===== config.mk =====
export PLATFORM = sky130hd
export DESIGN_NAME = dump_ctrl
export DESIGN_NICKNAME = d
export VERILOG_FILES = /design/src/rtl/la_pkg.sv /design/src/rtl/wrap_cnt.sv /design/src/rtl/dump_ctrl.sv
export SDC_FILE = /design/constraint.sdc
export NUM_CORES = 1
export LEC_CHECK = 0
export ABC_AREA = 0
export CORE_ASPECT_RATIO = 1.75
export CORE_UTILIZATION = 44
export DETAILED_ROUTE_END_ITERATION = 10
export PLACE_DENSITY = 0.79
export SLEW_MARGIN = 20
export SYNTH_ARGS = -nofsm -noshare
export SYNTH_HDL_FRONTEND = slang
export SYNTH_HIERARCHICAL = 1
export SYNTH_SLANG_ARGS = --single-unit
export TNS_END_PERCENT = 100

===== constraint.sdc =====
create_clock -name clk -period 1.82 [get_ports clk]
set_input_delay 0.364 -clock clk [delete_from_list [all_inputs] [get_ports clk]]
set_output_delay 0.364 -clock clk [all_outputs]
set_load 0.02 [all_outputs]

===== src/rtl/la_pkg.sv =====
// Shared definitions for the logic-analyser blocks (capture controller and
// dump controller).
//   LA_ENTRIES : default number of sample RAM entries
//   LA_LOG2    : default RAM address width (2**LA_LOG2 >= LA_ENTRIES)
//   dump_state_t : dump controller state encoding
package la_pkg;

  localparam int LA_ENTRIES = 384;
  localparam int LA_LOG2    = 9;

  typedef enum logic [2:0] {
    IDLE    = 3'd0,
    READ    = 3'd1,
    LATCH   = 3'd2,
    XMIT    = 3'd3,
    WAIT_TX = 3'd4,
    FINISH  = 3'd5
  } dump_state_t;

endpackage


===== src/rtl/wrap_cnt.sv =====
// Address counter that wraps from ENTRIES-1 back to 0. ENTRIES need not be a
// power of two, so the wrap is an explicit compare rather than overflow.
// Ports:
//   clk, rst_n : clock, asynchronous active-low reset (q -> 0)
//   load, d    : load d into q (takes priority over inc)
//   inc        : advance q by one, wrapping at ENTRIES-1
//   q          : current address
module wrap_cnt
  import la_pkg::*;
#(
  parameter int ENTRIES = LA_ENTRIES,
  parameter int LOG2    = LA_LOG2
) (
  input  logic            clk,
  input  logic            rst_n,
  input  logic            load,
  input  logic [LOG2-1:0] d,
  input  logic            inc,
  output logic [LOG2-1:0] q
);

  localparam logic [LOG2-1:0] LAST = LOG2'(ENTRIES - 1);

  always_ff @(posedge clk or negedge rst_n) begin
    if (!rst_n) begin
      q <= '0;
    end else if (load) begin
      q <= d;
    end else if (inc) begin
      q <= (q == LAST) ? '0 : q + 1'b1;
    end
  end

endmodule


===== src/rtl/dump_ctrl.sv =====
// Trace dump controller: on request, streams the captured sample RAM out over
// the UART, oldest sample first, one byte per transmitter handshake.
// Ports:
//   clk, rst_n    : clock, asynchronous active-low reset
//   dump_start    : request pulse from the command handler
//   capture_done  : capture RAM is full and holds a valid trace
//   waddr_end     : address of the oldest sample (capture write pointer)
//   rdata         : RAM read data, one cycle after raddr
//   tx_done       : UART byte-complete pulse
//   raddr         : RAM read address
//   tx_data       : byte handed to the UART (registered)
//   trmt          : one-cycle UART start pulse
//   dump_busy     : a dump is in progress
//   dump_nack     : one-cycle pulse, request refused (no trace captured)
//   clr_cap_done  : one-cycle pulse at the end of a dump
module dump_ctrl
  import la_pkg::*;
#(
  parameter int ENTRIES = LA_ENTRIES,
  parameter int LOG2    = LA_LOG2
) (
  input  logic            clk,
  input  logic            rst_n,
  input  logic            dump_start,
  input  logic            capture_done,
  input  logic [LOG2-1:0] waddr_end,
  input  logic [7:0]      rdata,
  input  logic            tx_done,
  output logic [LOG2-1:0] raddr,
  output logic [7:0]      tx_data,
  output logic            trmt,
  output logic            dump_busy,
  output logic            dump_nack,
  output logic            clr_cap_done
);

  // One bit wider than the address so the terminal value ENTRIES fits.
  localparam logic [LOG2:0] CNT_FULL = (LOG2 + 1)'(ENTRIES);

  dump_state_t     state_q;
  dump_state_t     state_d;
  logic [LOG2:0]   byte_cnt;
  logic            accept;
  logic            nack_d;

  always_ff @(posedge clk or negedge rst_n) begin
    if (!rst_n) begin
      state_q <= IDLE;
    end else begin
      state_q <= state_d;
    end
  end

  // tx_done is only looked at in WAIT_TX; dump_start only in IDLE.
  // capture_done is only consulted at acceptance, so dropping it mid-dump
  // has no effect.
  always_comb begin
    state_d = state_q;
    accept  = 1'b0;
    nack_d  = 1'b0;
    case (state_q)
      IDLE: begin
        if (dump_start) begin
          if (capture_done) begin
            accept  = 1'b1;
            state_d = READ;
          end else begin
            nack_d = 1'b1;
          end
        end
      end
      READ:    state_d = LATCH;
      LATCH:   state_d = XMIT;
      XMIT:    state_d = WAIT_TX;
      WAIT_TX: begin
        if (tx_done) begin
          state_d = (byte_cnt == CNT_FULL) ? FINISH : READ;
        end
      end
      FINISH:  state_d = IDLE;
      default: state_d = IDLE;
    endcase
  end

  // Single-cycle strobes decoded directly from the state register.
  assign trmt         = (state_q == XMIT);
  assign clr_cap_done = (state_q == FINISH);

  always_ff @(posedge clk or negedge rst_n) begin
    if (!rst_n) begin
      byte_cnt  <= '0;
      tx_data   <= '0;
      dump_busy <= 1'b0;
      dump_nack <= 1'b0;
    end else begin
      dump_nack <= nack_d;
      if (accept) begin
        dump_busy <= 1'b1;
      end else if (state_q == FINISH) begin
        dump_busy <= 1'b0;
      end
      if (accept) begin
        byte_cnt <= '0;
      end else if (state_q == XMIT) begin
        byte_cnt <= byte_cnt + 1'b1;
      end
      // RAM output is valid in LATCH because raddr was held through READ.
      if (state_q == LATCH) begin
        tx_data <= rdata;
      end
    end
  end

  wrap_cnt #(
    .ENTRIES (ENTRIES),
    .LOG2    (LOG2)
  ) u_raddr (
    .clk   (clk),
    .rst_n (rst_n),
    .load  (accept),
    .d     (waddr_end),
    .inc   (state_q == XMIT),
    .q     (raddr)
  );

endmodule

Yosys cells after proc, flatten, opt, wreduce, memory -nomap -nowiden:

Cells that the tools add are included.

* multiplexer cells: 18
* reductions and logical operators: 4
* equality and inequality tests: 10
* add/sub/neg operators: 2

Operators with widths (count)
* $mux 9: 3
* $mux 10: 2
* $pmux 3 s5: 1
* $mux 3: 4
* $add 10x1->10 const B: 1
* $eq 10x9->1 const B: 1
* $add 9x1->9 const B: 1
* $eq 9x9->1 const B: 1
* $mux 1: 8
* $eq 3x2->1 const B: 2
* $eq 3x3->1 const B: 2
* $ne 2x2->1 const B: 3
* $reduce_bool 2->1: 2
* $eq 3x1->1 const B: 1
* $logic_not 3->1: 1
* $reduce_and 3->1: 1

* flip-flop bits (word level): 32
* logic and storage cells: 40
* input bits: 22

Depth between registers and ports, before layout:

Gate-level depths: netlist of run 1.

* depth after elaboration: 4
* depth in mapped cells: 8
* mapped depth without buffers: 5

By module:

The synthesis of run 1 kept the hierarchy.

By module, submodules not included
* dump_ctrl: cells each 99, area an instance 1148.6 um2, sequential area each 575.6 um2, instances 1
* wrap_cnt: cells each 62, area an instance 568.0 um2, sequential area each 225.2 um2, instances 1

Worst setup path after synthesis of run 1:

OpenSTA, ideal clock, no wires.

* path kind: register to register
* start: register state_q[2]
* end: register u_raddr.q[8]
* data required time: 1.738 ns
* cell stages (with the launch flop): 8
* data arrival time: 1.871 ns
* library setup time: 0.082 ns
* setup slack: -0.133 ns
* buffers on the path: 2
* cell sequence: dfrtp_1 -> buf_2 -> nand3b_1 -> inv_1 -> buf_6 -> nand4_4 -> or4b_1 -> a31oi_1

RTL lines
* from (decl): line dump_ctrl.sv:40 `dump_state_t state_q;`
* from (signal assigned): line dump_ctrl.sv:50 `state_q <= state_d;`
* $eq 3x2->1
* named net trmt: line dump_ctrl.sv:31 `output logic trmt,`
* $reduce_bool 2->1 (no line)
* to (signal assigned): line wrap_cnt.sv:30 `q <= (q == LAST) ? '0 : q + 1'b1;`
* to (decl): line wrap_cnt.sv:19 `output logic [LOG2-1:0] q`

The timed path passes the listed nets, and every way through them passes these cells.
A chain may end at the register's enable or synchronous reset.

Final worst setup path of run 1:

* start: register state_q[2]
* end: register u_raddr.q[3]

* word-level cells in the longest chain between the ends: 3

Ends and longest elaborated chain
* $logic_not 3->1 (*): line dump_ctrl.sv:61 `case (state_q)`
* $mux 1 (*): line dump_ctrl.sv:61
* named net accept: line dump_ctrl.sv:43 `logic accept;`
* $mux 9 / $reduce_bool 2->1 (equally long branches)

Mark *: on every way through the listed nets, which the timed path passes. The rest lies on a longest branch.

==> impl_results.md, run 1 <==
* Run status: complete, but fails checks
* Failing checks: setup timing
* Min cycle time layout at around 1.8 ns
* Normalized max-slew margin at 70.9%
* Async set-reset flop share out of synthesis at 100%
* Final hold vios at 0
* Die X at just under 50 µm
* Crit path max fanout at 8
* CTS sink cnt at 32
* Synth Warn # at 6
* Worst-case clock buffer depth at 2
* Hold WS at around 0.47 ns
* Number of flops mapped to enable cells by yosys at 0
* Multi-input gate area at between 800 and 900 µm²
* CP Cell Sequence: buf_6 -> or4b_4 -> nor2_8 -> inv_1 -> a31oi_1 -> o21ai_0
* FF-to-FF path depth at 6
* Fmax at 548 MHz
* Port buffer count at 42
* Final Setup Violations at 1
* Die Y at 84.6 µm
* Initial antenna violation count at 0
* Post-synth cell types at 46
* Placer Congestion at roughly 0.95
* Register area at approximately 800 µm²
* CTS Root Cell: clkbuf_8
* Num CTS Buffers at 5
* Commonest non-fill, non-tap cell in the layout: clkdlybuf4s50_1
* Crit-path slowest cell: or4b_4
* Total GRT Usage at ~23%
* Remaining antenna violation count after routing at 0
* Internal at approximately 2.2 mW
* # diodes at 0
* Largest net degree at the start of global routing at 33
* Placed inst area at between 0.002 and 0.0025 mm²
* Placed Cells incl. Taps at around 260
* Routed Wire Length at 4350 µm
* Design area at about 0.0023 mm²
* Fillers at between 200 and 300
* Top_reg_cell synth: dfrtp_1
* Non-filler instance count after layout at approximately 260
* NumNets Final at 243
* DRC viols at 0
* Starting density of the core at between 40 and 50%
* P_sw at 1.50 mW
* Critical Path RT at 1.98 ns
* Sw frac at 40.5%
* Crit share post-route at 100%
* Post-CTS Hold Fix Bufs at 0
* Avg WL per Cell at between 15 and 20 µm
* Grt total ovfl at 0
* Setup crit start kind: flip-flop
* Post-DR vias/cell at 5.89
* Share of layout cells above drive strength 1 at approximately 18%
* Worst hold-check path type: primary input to asynchronous set/reset pin
* Flop pwr share at 35.4%
* Max_cap viols at 0
* CTS H-tree lvls at 2
* Syn Nets at about 190
* Share of the yosys chip area belonging to registers at ~47%
* Most frequent cells in the layout: clkdlybuf4s50_1 (39), dfrtp_1 (30), nand2_1 (15), buf_4 (15), o21ai_0 (12)
* Clock group share of total power at between 10 and 15%
* Post-DP HPWL at between 3000 and 4000 µm
* Worst-margin pin slew at around 0.43 ns
* #FFs+latches synth at 32
* Drt initial violations at 64
* RSZ-0062 raised after global routing: true
* Final worst slack at -0.00611 ns
* Vias in the first global route at between 1500 and 2000
* Pleak at 1.00 nW
* Io pins at 43
* Peak VDD IR at 1130 µV
* Clk_skew at 0.00581 ns
* First-pass GRT wire length at roughly 7100 µm
* Area grow syn2layout at 36.2%
* Crit Path Class: flip-flop to flip-flop
* CTS tree: done
* Post-Synthesis Cell Area at about 0.0017 mm²
* Clk_lat worst skew at approximately 0.29 ns
* Row cnt at 29
* Crit. End Element: flip-flop
* Pwr dens at about 1600 mW/mm²
* Power Total at 3.70 mW
* Routed vias at 1555
* Synthesized instance count at around 160
* Combinational Power Share at roughly half
* Pre-Repair DR Iteration Count at 4
* Die ar. at 0.00417 mm²
* Arrival @ worst endpoint at 1.98 ns
* CORE AREA at 0.00366 mm²
* Final Slew Violations at 0
* Worst path max stage delay at approximately 0.52 ns
* Worst-path clk slew at about 0.070 ns
* Syn_area_per_cell at between 10 and 15 µm²
state kept, by name (all words and copies together), names as in the netlist:
register and count:
u_raddr/q 9, state_q 3, tx_data 8, dump_nack 1
dump_busy 1, byte_cnt 10
worst paths after layout:
kind,startpoint,endpoint,slack (ns)
setup reg to reg,state_q[2]$_DFFE_PN0P_,u_raddr/q[3]$_DFFE_PN0P_,-0.006
hold / removal,rst_n,byte_cnt[6]$_DFFE_PN0P_,0.47
hold reg to reg,tx_data[7]$_DFFE_PN0P_,tx_data[7]$_DFFE_PN0P_,0.51
max in group asynchronous,rst_n,u_raddr/q[3]$_DFFE_PN0P_,1.02
setup / recovery,state_q[2]$_DFFE_PN0P_,u_raddr/q[3]$_DFFE_PN0P_,-0.006
min in group clk,tx_data[7]$_DFFE_PN0P_,tx_data[7]$_DFFE_PN0P_,0.51
kinds of logic (layout without fill, tap and decap cells):
kind of cell	after synthesis	count (layout)	synth area share (%)
buffers and inverters	15	72	5.17
XOR/XNOR	5	5	2.55
AO/OA/AOI/OAI	34	34	12.8
adder cells (fa/ha/maj)	3	3	2.19
AND/OR/NAND/NOR	59	59	22.5
flip-flops	32	32	46.6
multiplexers	13	13	8.16
per-stage QoR:
| step | setup WS (ns) | util [%] | TNS (ns) |
|---|---|---|---|
| after floorplan | -0.0128 | - | -0.0128 |
| after global placement | -0.192 | 61.0 | -1.50 |
| after detailed placement | -0.254 | 61.0 | -1.72 |
| after CTS | 0.00783 | 63.1 | 0 |
| after global routing | -0.0418 | 63.8 | -0.130 |
| final | -0.00611 | 63.8 | -0.00611 |
timing repair:
action                                  4_1_cts  5_1_grt
pin swaps                                     0        0
endpoints found under the setup margin        3        6
buffers inserted                              0        2
gates resized for setup                       3        4
layout make-up:
class | count | area share, %
sequential | 32 | 34.4
inverter | 7 | 1.12
timing repair buffer | 58 | 23.3
multi-input combinational | 114 | 35.4
tap | 46 | 2.46
clock buffer | 6 | 3.10
clock inverter | 1 | 0.214
worst max-delay path, delay by kind of cell (launching register included):
family / cells / cell delay, ns
buf+inv: 2 / 0.28
simple gates: 2 / 0.66
flops: 1 / 0.42
compound gates: 2 / 0.34
power by group through the flow:
stage / sequential (mW) / combinational, mW / clock [mW]
after global placement: 1.28 / 1.76 / 0
after floorplan: 1.45 / 0.926 / 0
after detailed placement: 1.30 / 1.84 / 0
after global routing: 1.35 / 2.00 / 0.565
final: 1.31 / 1.86 / 0.527
after CTS: 1.29 / 1.84 / 0.545
routing by layer:
metal,global-route usage (%),part of all wire (%),vias up
met5,0,0,-
met4,15.2,3.5,0
met3,4.71,5.6,16
met2,40.0,55,70
met1,23.9,36,770
li1,-,-,699
synthesized netlist by cell type (4+ instances only):
master	number	area (µm²)
mux2i_1	5	50.1
inv_1	7	26.3
o21ai_0	12	60.1
a21oi_1	7	35.0
nor2_1	11	41.3
or4_1	4	30.0
dfrtp_1	32	801
nand2_1	15	56.3
mux2_2	8	90.1
nand4_1	4	25.0
Power figures use the tool's default switching activity.
==> run 2: changes to the inputs <==
CORE_MARGIN = 5   (was not set)
==> impl_results.md, run 2 (same netlist as run 1, synthesis figures left out) <==
* Commonest non-fill, non-tap cell in the layout: clkdlybuf4s50_1
* Pre-CTS WS at -0.215 ns
* Io pins at 43
* Fmax at 572 MHz
* CTS H-tree lvls at 2
* Pwr dens at 1540 mW/mm²
* Starting density of the core at between 40 and 50%
* CTS tree: done
* Row cnt at 30
* Clk_skew at 0.00728 ns
* Largest net degree at the start of global routing at 33
* DRC viols at 0
* CORE AREA at roughly 0.0038 mm²
* Normalized max-slew margin at around 73%
* Port buffer count at 42
* Setup crit start kind: flip-flop
* Remaining antenna violation count after routing at 0
* Max_cap viols at 0
* Worst-margin pin slew at 0.408 ns
* Crit-path slowest cell: clkdlybuf4s50_1
* Crit Path Class: flip-flop to output pin
* Worst path top cell family by delay: buffers and inverters
* Vias in the first global route at 1502
* Most frequent cells in the layout: clkdlybuf4s50_1 (39), dfrtp_1 (32), buf_4 (16)
* Die X at 57.2 µm
* First-pass GRT wire length at about 6900 µm
* Sw frac at ~40%
* Largest register FFs at 10
* Post-DR vias/cell at about 5.5
* Internal at about 2.2 mW
* Initial antenna violation count at 0
* Power Total at approximately 3.6 mW
* Drt initial violations at 27
* Final Setup Violations at 0
* Post-CTS Hold Fix Bufs at 0
* Avg WL per Cell at 14.4 µm
* Share of layout cells above drive strength 1 at between 10% and 20%
* Post-DP HPWL at 2930 µm
* Area grow syn2layout at 37.0%
* Peak VDD IR at 877 µV
* Biggest regs: byte_cnt x10, u_raddr/q x9, tx_data x8
* Combinational Power Share at between 50% and 60%
* Pleak at approximately 1.0 nW
* CTS sink cnt at 32
* Final Slew Violations at 0
* Final worst slack at ~0.07 ns
* Crit. End Element: output pin
* Crit path max fanout at 7
* Non-filler instance count after layout at 267
* Crit share post-route at 96.1%
* Worst-path clk slew at about 0.070 ns
* Clock group share of total power at between 10 and 15%
* CTS Root Cell: clkbuf_8
* Arrival @ worst endpoint at 1.39 ns
* Worst hold-check path type: primary input to asynchronous set/reset pin
* Placer Congestion at about 0.9
* WP buf/inv at 1
* Final hold vios at 0
* Die ar. at ~0.0053 mm²
* Total GRT Usage at between 15 and 20%
* Multi-input gate area at 827 µm²
* Run status: finished, final reports clean
* Pre-Repair DR Iteration Count at 4
* Flop pwr share at about 34%
* Clk_lat worst skew at about 0.29 ns
* # diodes at 0
* Num CTS Buffers at 5
* NumNets Final at between 200 and 250
* Grt total ovfl at 0
* Register area at 801 µm²
* Worst path max stage delay at between 0.6 and 0.7 ns
* Fillers at roughly 340
* CP Cell Sequence: clkdlybuf4s50_1
* Routed vias at 1456
* Worst-case clock buffer depth at 2
* Critical Path RT at about 1.5 ns
* Min cycle time layout at about 1.7 ns
* Placed Cells incl. Taps at 260
* Routed Wire Length at just under 4000 µm
* Hold WS at ~0.47 ns
* Die Y at between 90 and 100 µm
* Biggest register: byte_cnt
* P_sw at approximately 1.4 mW
* RSZ-0062 raised after global routing: true
[run 2: changes by cell type in the layout (fill, tap and decap cells not counted), sizes merged]
cell and delta:
buf +1
[run 2: routing by layer]
layer	wire length, µm	share of wire, %	global-route usage [%]
met1	1490	39	18.2
met2	2110	55	29.7
met3	164	4.3	3.91
met4	89	2.3	8.12
met5	0	0	0
[run 2: repair_timing]
| item | 4_1_cts | 5_1_grt |
|---|---|---|
| hold endpoints to repair | 0 | 0 |
| buffers inserted | 0 | 0 |
| pin swaps | 0 | 1 |
| setup endpoints to repair | 2 | 3 |
| resized for setup | 2 | 1 |
[run 2: power groups by stage]
stage	logic [mW]	registers (mW)	clock network [mW]
global route	2.04	1.30	0.563
floorplan	0.926	1.45	0
detailed placement	1.88	1.26	0
finish	1.86	1.25	0.518
CTS	1.88	1.25	0.533
global placement	1.86	1.25	0
[run 2: path summary, 6_finish.rpt]
check	start	to	slack, ns	depth (start not counted)
max	u_raddr/q[0]$_DFFE_PN0P_	raddr[0]	0.07	1
min	rst_n	dump_busy$_DFFE_PN0P_	0.47	2
max reg2reg	state_q[2]$_DFFE_PN0P_	u_raddr/q[3]$_DFFE_PN0P_	0.09	6
min reg2reg	tx_data[5]$_DFFE_PN0P_	tx_data[5]$_DFFE_PN0P_	0.50	1
max in group asynchronous	rst_n	u_raddr/q[2]$_DFFE_PN0P_	1.05	2
min in group clk	tx_data[5]$_DFFE_PN0P_	tx_data[5]$_DFFE_PN0P_	0.50	1
[run 2: metrics by stage]
step	util, %	cell area (µm²)	TNS (ns)
after floorplan	-	1730	-0.0128
after global placement	59.4	2270	-1.70
after detailed placement	59.4	2270	-1.85
after CTS	61.4	2350	0
after global routing	61.4	2350	-0.00233
final	61.4	2350	0
[run 2: area by class of cell]
type	count	share of cell area, %
clock buffers	6	3.09
clock inverters	1	0.213
inverters	7	1.12
multi-input cells	114	35.2
flip-flops and latches	32	34.0
well taps	48	2.55
repair buffers	59	23.8
==> run 3: changes to the inputs <==
CTS_CLUSTER_DIAMETER = 150   (was not set)
==> results of run 3 <==
No change in the layout: final DEF, timing and power equal those of run 2.
